$ cat src/rtl/mux_rr_arbiter_4to1_32b_pkg.sv
// Shared constants for the 4-way requester arbiter and its picker.
// Mode encodings, requester count, index width, one-hot helper.
package mux_rr_arbiter_4to1_32b_pkg;

  localparam logic MODE_RR    = 1'b0;
  localparam logic MODE_FIXED = 1'b1;
  localparam int   NREQ       = 4;
  localparam int   IDXW       = 2;

  function automatic logic [NREQ-1:0] onehot(
    input logic [IDXW-1:0] i
  );
    logic [NREQ-1:0] r;
    r    = '0;
    r[i] = 1'b1;
    return r;
  endfunction

endpackage

$ cat src/rtl/mux_4to1_32b.sv
// Plain 4-to-1 word multiplexer.
// Ports: in0..in3 data, select index, out chosen word.
module mux_4to1_32b #(
  parameter int size = 32
) (
  input  logic [size-1:0] in0,
  input  logic [size-1:0] in1,
  input  logic [size-1:0] in2,
  input  logic [size-1:0] in3,
  input  logic [1:0]      select,
  output logic [size-1:0] out
);

  always_comb begin
    out = in0;
    case (select)
      2'd0:    out = in0;
      2'd1:    out = in1;
      2'd2:    out = in2;
      default: out = in3;
    endcase
  end

endmodule

$ cat src/rtl/rr_pick4.sv
// Combinational 4-way picker: round-robin from ptr, or lowest index.
// Ports: req, ptr, mode in; any (some req set), win (index) out.
module rr_pick4
  import mux_rr_arbiter_4to1_32b_pkg::*;
(
  input  logic [NREQ-1:0] req,
  input  logic [IDXW-1:0] ptr,
  input  logic            mode,
  output logic            any,
  output logic [IDXW-1:0] win
);

  logic [IDXW-1:0] base;
  logic [IDXW-1:0] idx;

  assign any = |req;

  // Walk offsets high to low so the nearest
  // requester after base is the last one kept.
  always_comb begin
    base = (mode == MODE_FIXED) ? '0 : ptr;
    win  = base;
    idx  = base;
    for (int i = NREQ - 1; i >= 0; i--) begin
      idx = base + IDXW'(i);
      if (req[idx]) win = idx;
    end
  end

endmodule

$ cat src/rtl/mux_rr_arbiter_4to1_32b.sv
// Four valid/ready requesters arbitrated into one registered output slot.
// Ports: CGRA_Clock/CGRA_Reset, in0..3, in_valid/in_ready, mode, out/out_valid/out_ready, select.
module mux_rr_arbiter_4to1_32b
  import mux_rr_arbiter_4to1_32b_pkg::*;
#(
  parameter int size = 32
) (
  input  logic            CGRA_Clock,
  input  logic            CGRA_Reset,
  input  logic [size-1:0] in0,
  input  logic [size-1:0] in1,
  input  logic [size-1:0] in2,
  input  logic [size-1:0] in3,
  input  logic [3:0]      in_valid,
  output logic [3:0]      in_ready,
  input  logic            mode,
  output logic [size-1:0] out,
  output logic            out_valid,
  input  logic            out_ready,
  output logic [1:0]      select
);

  logic [IDXW-1:0] ptr;
  logic [IDXW-1:0] win;
  logic            any;
  logic            load_en;
  logic            grant;
  logic [size-1:0] word;

  rr_pick4 u_pick (
    .req  (in_valid),
    .ptr  (ptr),
    .mode (mode),
    .any  (any),
    .win  (win)
  );

  mux_4to1_32b #(.size(size)) u_mux (
    .in0    (in0),
    .in1    (in1),
    .in2    (in2),
    .in3    (in3),
    .select (win),
    .out    (word)
  );

  // Slot is free, or its word leaves this cycle.
  assign load_en  = !out_valid || out_ready;
  assign grant    = load_en && CGRA_Reset && any;
  assign in_ready = grant ? onehot(win) : '0;

  always_ff @(posedge CGRA_Clock) begin
    if (!CGRA_Reset) begin
      out       <= '0;
      out_valid <= 1'b0;
      select    <= '0;
      ptr       <= '0;
    end else if (grant) begin
      out       <= word;
      out_valid <= 1'b1;
      select    <= win;
      // Tracked in both modes so a switch to
      // round-robin starts after the last winner.
      ptr       <= win + 2'd1;
    end else if (out_ready) begin
      out_valid <= 1'b0;
    end
  end

endmodule

$ cat config.mk
export PLATFORM = sky130hd
export DESIGN_NAME = mux_rr_arbiter_4to1_32b
export DESIGN_NICKNAME = d
export VERILOG_FILES = /design/src/rtl/mux_rr_arbiter_4to1_32b_pkg.sv /design/src/rtl/mux_4to1_32b.sv /design/src/rtl/rr_pick4.sv /design/src/rtl/mux_rr_arbiter_4to1_32b.sv
export SDC_FILE = /design/constraint.sdc
export NUM_CORES = 1
export LEC_CHECK = 0
export ABC_AREA = 1
export BUFFER_PORTS_ARGS = -buffer_cell sky130_fd_sc_hd__buf_2
export CAP_MARGIN = 20
export CORE_AREA = 2 2 79 81
export CTS_BUF_LIST = sky130_fd_sc_hd__clkbuf_16
export DETAILED_ROUTE_END_ITERATION = 8
export DIE_AREA = 0 0 81 83
export PLACE_DENSITY = 0.85
export SKIP_LAST_GASP = 1
export SLEW_MARGIN = 20
export SYNTH_ARGS = -nofsm -noshare
export SYNTH_HDL_FRONTEND = slang
export SYNTH_SLANG_ARGS = --single-unit
$ cat constraint.sdc
create_clock -name CGRA_Clock -period 5.91 [get_ports CGRA_Clock]
set_input_delay 0.2955 -clock CGRA_Clock [delete_from_list [all_inputs] [get_ports CGRA_Clock]]
set_output_delay 0.2955 -clock CGRA_Clock [all_outputs]
set_load 0.1 [all_outputs]
==> reports/metrics.cfg, run 1 <==
[outcome]
status = finished clean

[pwr]
internal-power_mw = 0.6737
seqPwrFrac_pct = 23.3
cellPowerDensity_nw_per_um2 = 413.0
ir_drop_uv = 270.9
power.share.clock_pct = 16.8
swShare_pct = 53.96
p_leak_nw = 1.854
p_comb_share_pct = 59.9
power_switching_mw = 0.7897

[detailed_routing]
post_drt_wl_per_cell_um = 12.93
drtIter0Drc = 147
drc = 0
final_antenna_net_count = 0
via_count = 3137
viasPerCell = 5.117
first_pass_iters = 4
drt_wl_total_mm = 7.928

[timing]
timing.fmax_mhz = 269.6
finalSetupViolCount = 0
period_minus_slack_ps = 3709
tightest_slew_ps = 848.5
max_slew_margin_pct = 43.43
skew_ps = 6.907
hold_violations = 0
maxSlewViolCount = 0
finalSetupTns_ps = 0
final.period_utilization_pct = 62.76
grt_setup_unrepaired = false

[clock_tree]
cts_tree = done
insertion_delay_ps = 280
post_cts_resized = 0
cts_max_level = 2
cts_root_buffer = clkbuf_16
cts_buffers = 5
clockBufferDepth = 2
post-cts-setup-buffers = 0
clk_pin_slew_worst_paths_ps = 60
clkSinkCount = 37
holdBufCountCts = 0

[global_route]
grt_usage_pct = 23.31
grt_pass1_vias = 2947
grt_max_degree = 72
antenna_found_initial = 0
grt_pass1_wl_mm = 12.79
grt-ovfl-total = 0

[cells_and_area]
num-fill-cells = 564
final_cell_area_um2 = 3543
nets = 678
area_growth_pct = 38.96
post-route-util_pct = 60.93
drive_gt1_share_pct = 38.29
fin_cells = 613
antennaDiodeCount = 0

[logic_synthesis]
synthArstFlopShare_pct = 0
yosys.area.top_type = dfxtp_1
synth-seq-cells = 37
syn-num-nets = 525
synth_edf_count = 0
syn_avg_cell_area_um2 = 6.640
synthFlopType = dfxtp_1
netlist_area_um2 = 2550
ys_types = 26
yosysWarnings = 0
yosysMostFrequentCell = nand2_1
synth_top_area_share_pct = 29.05
synthCells = 384
yosys-top-cells-area = dfxtp_1, nand2_1, a32o_1
ys_top_cells_by_count = nand2_1, nand3_1, inv_1
yosysSeqAreaShare_pct = 29.05

[min_path]
hp-class = input pin to flip-flop

[floorplan]
die_h_um = 83
fp.dieArea_um2 = 6723
pin_count = 175
start_util_pct = 43.85
die_w_um = 81
rows = 28
core_um2 = 5816

[setup_path]
cp_max_fo = 18
cp.required_ps = 5610
arrival_ps = 3410
crit_type = flip-flop to output port
start_kind = flip-flop
worstSetupEndpointType = output port

[placed_design]
gp_congestion = 0.8502
io_buffers = 174
dp.cells = 605
placed_area_um2 = 3395
dpl.hpwl_mm = 6.044

[run]
cap_violations = 0

==> layer usage <==
layer	part of all wire [%]	wire [um]	vias up	GRT usage [%]
li1	-	-	1605	-
met2	51	4032	143	44.70
met4	1.3	100	0	6.317
met5	0	0	-	0
met1	40	3145	1377	24.92
met3	8.2	649	12	4.783
==> cell families after synthesis <==
family	after synthesis	share of synthesized area (%)
and+or+nand+nor	155	28.07
AOI/OAI and AO/OA	104	26.99
buffers and inverters	83	13.44
DFF	37	29.05
adders and majority gates	5	2.453
==> worst max-delay path, cell delays in order (launching register included) <==
cell	delay, ps
dfxtp_1	620
nand3_1	190
nand3_1	140
nand2_1	90
o21ai_2	150
nand2_1	80
nand2_1	90
nand2_1	140
inv_1	110
ha_1	570
buf_4	330
inv_1	60
nor2_1	90
buf_2	460
==> final timing paths <==
check / cells past startpoint / slack (ps) / end / from
max: 13 / 2200 / in_ready[0] / ptr[0]$_SDFFE_PN0P_
min reg2reg: 2 / 470 / out[0]$_SDFFE_PN0P_ / out[0]$_SDFFE_PN0P_
min: 4 / 370 / out[17]$_SDFFE_PN0P_ / in3[17]
max reg2reg: 13 / 2790 / out[7]$_SDFFE_PN0P_ / ptr[0]$_SDFFE_PN0P_
==> metrics by stage <==
step	total power [mW]	hold slack (ps)	setup slack, ps
after global placement	1.207	458.2	2697
after CTS	1.471	364.1	2222
after detailed placement	1.221	463.2	2530
final	1.463	367.1	2201
after floorplan	1.056	530.7	2570
after global routing	1.545	374.0	1883
==> flip-flops by register name, indices dropped and copies added (netlist names) <==
signal and flops:
out 32, select 2, out_valid 1, ptr 2
==> cells in the final DEF (no fill, tap or decap), drive strengths merged <==
master / instances
a32o: 32
clkbuf: 5
nor3: 1
nor2: 6
nor4: 1
ha: 5
a21oi: 35
nand3: 49
buf: 177
o21ai: 37
clkinv: 4
nand2: 98
dfxtp: 37
inv: 51
==> layout make-up <==
type                    count  area (um2)  area share, %
repair buffers            177       893.4          25.21
flip-flops and latches     37       740.7          20.90
multi-input cells         264        1479          41.74
inverters                  52       198.9          5.614
clock buffers               5       125.1          3.531
clock inverters             3       12.51         0.3531
well taps                  75       93.84          2.648
==> power by group through the flow <==
stage          clock network, mW  logic (mW)  registers (mW)
6_report                   0.246       0.877           0.340
5_1_grt                    0.266       0.933           0.347
4_1_cts                    0.254       0.876           0.341
3_5_place_dp                   0       0.875           0.346
3_3_place_gp                   0       0.865           0.342
2_1_floorplan                  0       0.303           0.753
No activity file was read; power rests on OpenSTA's default activity.
==> run 2: changes to the inputs <==
- ABC_AREA: 1 -> 0
- CORE_AREA: 2 2 79 81 -> 2 2 83 85
- DIE_AREA: 0 0 81 83 -> 0 0 85 87
- PLACE_DENSITY: 0.85 -> 0.76
- clock period: 5.91 -> 3.2 ns (I/O delays scaled with it)
==> reports/metrics.cfg, run 2 <==
[placed_design]
io_buffers = 174  ; unchanged
dpl.hpwl_mm = 5.714  ; -5.5%
gp_congestion = 0.8387  ; -1.4%

[pwr]
seqPwrFrac_pct = 23.1  ; -0.2 points
p_leak_nw = 1.657  ; -11%
swShare_pct = 50.92  ; -3.0 points
power_switching_mw = 1.344  ; +70%
p_comb_share_pct = 56.7  ; -3.2 points
power.share.clock_pct = 20.2  ; +3.4 points
cellPowerDensity_nw_per_um2 = 772.5  ; +87%
internal-power_mw = 1.296  ; +92%
ir_drop_uv = 421.9  ; +56%
power_mw = 2.640  ; +80%

[logic_synthesis]
yosysMostFrequentCell = nor2_1
yosys.area.top_type = dfxtp_1
synthArstFlopShare_pct = 0  ; unchanged
synth_edf_count = 0  ; unchanged
synth_top_area_share_pct = 32.47  ; +3.4 points
synthCells = 300  ; -22%
syn-num-nets = 441  ; -16%
ys_types = 35  ; +35%
syn_avg_cell_area_um2 = 7.603  ; +14%
yosys-top-cells-area = dfxtp_1, a222oi_1, a21oi_1
synth-seq-cells = 37  ; unchanged
ys_top_cells_by_count = nor2_1, dfxtp_1, a21oi_1
yosysWarnings = 0  ; unchanged
yosysSeqAreaShare_pct = 32.47  ; +3.4 points
netlist_area_um2 = 2281  ; -11%
synthFlopType = dfxtp_1

[floorplan]
die_h_um = 87  ; +4.8%
start_util_pct = 34.72  ; -9.1 points
die_w_um = 85  ; +4.9%
pin_count = 175  ; unchanged
rows = 30  ; +7.1%
fp.dieArea_um2 = 7395  ; +10%
core_um2 = 6569  ; +13%

[timing]
grt_setup_unrepaired = false
timing.fmax_mhz = 331.8
max_slew_margin_pct = 66.10  ; +23 points
maxSlewViolCount = 0  ; unchanged
skew_ps = 3.176  ; -3.731 ps
hold_ws_ps = 141.8  ; -225.3 ps
tightest_slew_ps = 506.9  ; -341.6 ps
finalSetupTns_ps = 0  ; unchanged
period_minus_slack_ps = 3014
final.period_utilization_pct = 94.18
finalSetupViolCount = 0  ; unchanged
hold_violations = 0  ; unchanged

[setup_path]
arrival_ps = 2850  ; -560 ps
start_kind = flip-flop
max_stage_delay_ps = 530  ; -90 ps
cpMaxStageDelayCell = dfxtp_1
crit_top_cell = inv_1
crit_path_start = ptr[1]$_SDFFE_PN0P_
path_cells = inv_1 > o32ai_1 > o311ai_4 > xor2_2 > inv_1 > ha_1 > buf_4 > inv_1 > nor2_2 > buf_12
cp_max_fo = 21  ; +3
crit_type = flip-flop to output port
cp-endpoint = in_ready[1]
worstSetupEndpointType = output port
timing.rr.end = out[1]$_SDFFE_PN0P_
r2r_start = ptr[1]$_SDFFE_PN0P_
cp.required_ps = 3040  ; -2570 ps
rrSetupSlack_ps = 250  ; -2540 ps
reg2reg_depth = 11  ; -2

[detailed_routing]
via_count = 2918  ; -7.0%
drtIter0Drc = 245  ; +67%
post_drt_wl_per_cell_um = 13.94  ; +7.8%
final_antenna_net_count = 0  ; unchanged
viasPerCell = 5.434  ; +6.2%
drt_wl_total_mm = 7.487  ; -5.6%
drc = 0  ; unchanged
first_pass_iters = 6  ; +2

[global_route]
grt_usage_pct = 18.89  ; -4.4 points
grt-ovfl-total = 0  ; unchanged
grt_pass1_wl_mm = 11.32  ; -12%
grt_max_degree = 45  ; -38%
grt_pass1_vias = 2596  ; -12%
antenna_found_initial = 0  ; unchanged

[clock_tree]
cts_buffers = 5  ; unchanged
insertion_delay_ps = 270  ; about the same
cts_tree = done
cts_root_buffer = clkbuf_16
cts_max_level = 2  ; unchanged
clockBufferDepth = 2  ; unchanged
post-cts-setup-buffers = 0  ; unchanged
clk_pin_slew_worst_paths_ps = 50  ; about the same
clkSinkCount = 37  ; unchanged

[cells_and_area]
top_regs = out x32, ptr x2, select x2
nets = 597  ; -12%
antennaDiodeCount = 0  ; unchanged
largest-register = out
post-route-util_pct = 52.02  ; -8.9 points
final_cell_mix = buf_2, nor2_1, dfxtp_1
largest_register_ffs = 32  ; unchanged
drive_gt1_share_pct = 44.42  ; +6.1 points
area_growth_pct = 49.81
layout_commonest_cell = buf_2

[run]
cap_violations = 0  ; unchanged

[min_path]
hp-class = input pin to flip-flop

[outcome]
status = finished clean

-- run 2: metrics by stage --
step	instance area [um2]	instances	worst slack (ps)
floorplan	2288	300	4.245
detailed placement	3247	529	214.2
global route	3417	537	18.70
CTS	3410	537	93.04
global placement	3247	529	331.4
finish	3417	537	186.1
-- run 2: layer usage --
layer  GRT usage (%)  vias to the layer above  part of all wire [%]  wire length [um]
li1                -                     1449                     -                 -
met1           21.35                     1307                    39              2943
met2           34.38                      151                    49              3632
met3           5.308                       11                    11               811
met4           5.916                        0                   1.3                99
met5               0                        -                     0                 0
-- run 2: worst max-delay path: cells and delay by family, from the launching register on --
kind / cells / cell delay (ps)
AO/OA/AOI/OAI: 2 / 690
XOR/XNOR: 1 / 200
adder cells (fa/ha/maj): 1 / 170
buffers and inverters: 5 / 820
flip-flops: 1 / 530
AND/OR/NAND/NOR: 1 / 150
-- run 2: how the worst min path moves through the flow --
stage / start / to / slack, ps / depth (start not counted)
after detailed placement: in3[30] / out[30]$_SDFFE_PN0P_ / 420 / 3
final: in3[30] / out[30]$_SDFFE_PN0P_ / 140 / 3
after floorplan: in3[30] / out[30]$_SDFFE_PN0P_ / 330 / 2
after global routing: in3[4] / out[4]$_SDFFE_PN0P_ / 150 / 3
after CTS: in3[30] / out[30]$_SDFFE_PN0P_ / 140 / 3
after global placement: in3[30] / out[30]$_SDFFE_PN0P_ / 420 / 3
-- run 2: area by class of cell --
cell class / count / area (um2)
timing repair buffer: 186 / 1018
sequential: 37 / 740.7
multi-input combinational: 215 / 1354
inverter: 11 / 41.29
clock inverter: 3 / 37.54
clock buffer: 5 / 125.1
tap: 80 / 100.1
fill: 639 / 3152
-- run 2: power by group through the flow --
stage          combinational [mW]  clock [mW]  sequential [mW]
2_1_floorplan               0.508           0             1.29
3_3_place_gp                 1.48           0            0.616
3_5_place_dp                 1.50           0            0.618
4_1_cts                      1.50       0.557            0.609
5_1_grt                      1.59       0.566            0.621
6_report                     1.50       0.534            0.609
-- run 2: what timing repair did --
item,in CTS,in global routing
gates resized for setup,0,1
hold buffers,0,0
endpoints found under the setup margin,0,16
-- run 2: cells by family (layout without fill, tap and decap cells) --
logic type	after synthesis	in the layout	synth area share [%]
adder cells (fa/ha/maj)	5	5	2.743
XOR/XNOR	1	1	0.7133
AND/OR/NAND/NOR	92	92	18.92
buffers and inverters	48	205	9.161
AO/OA/AOI/OAI	114	114	34.12
multiplexers	3	3	1.865
flip-flops	37	37	32.47
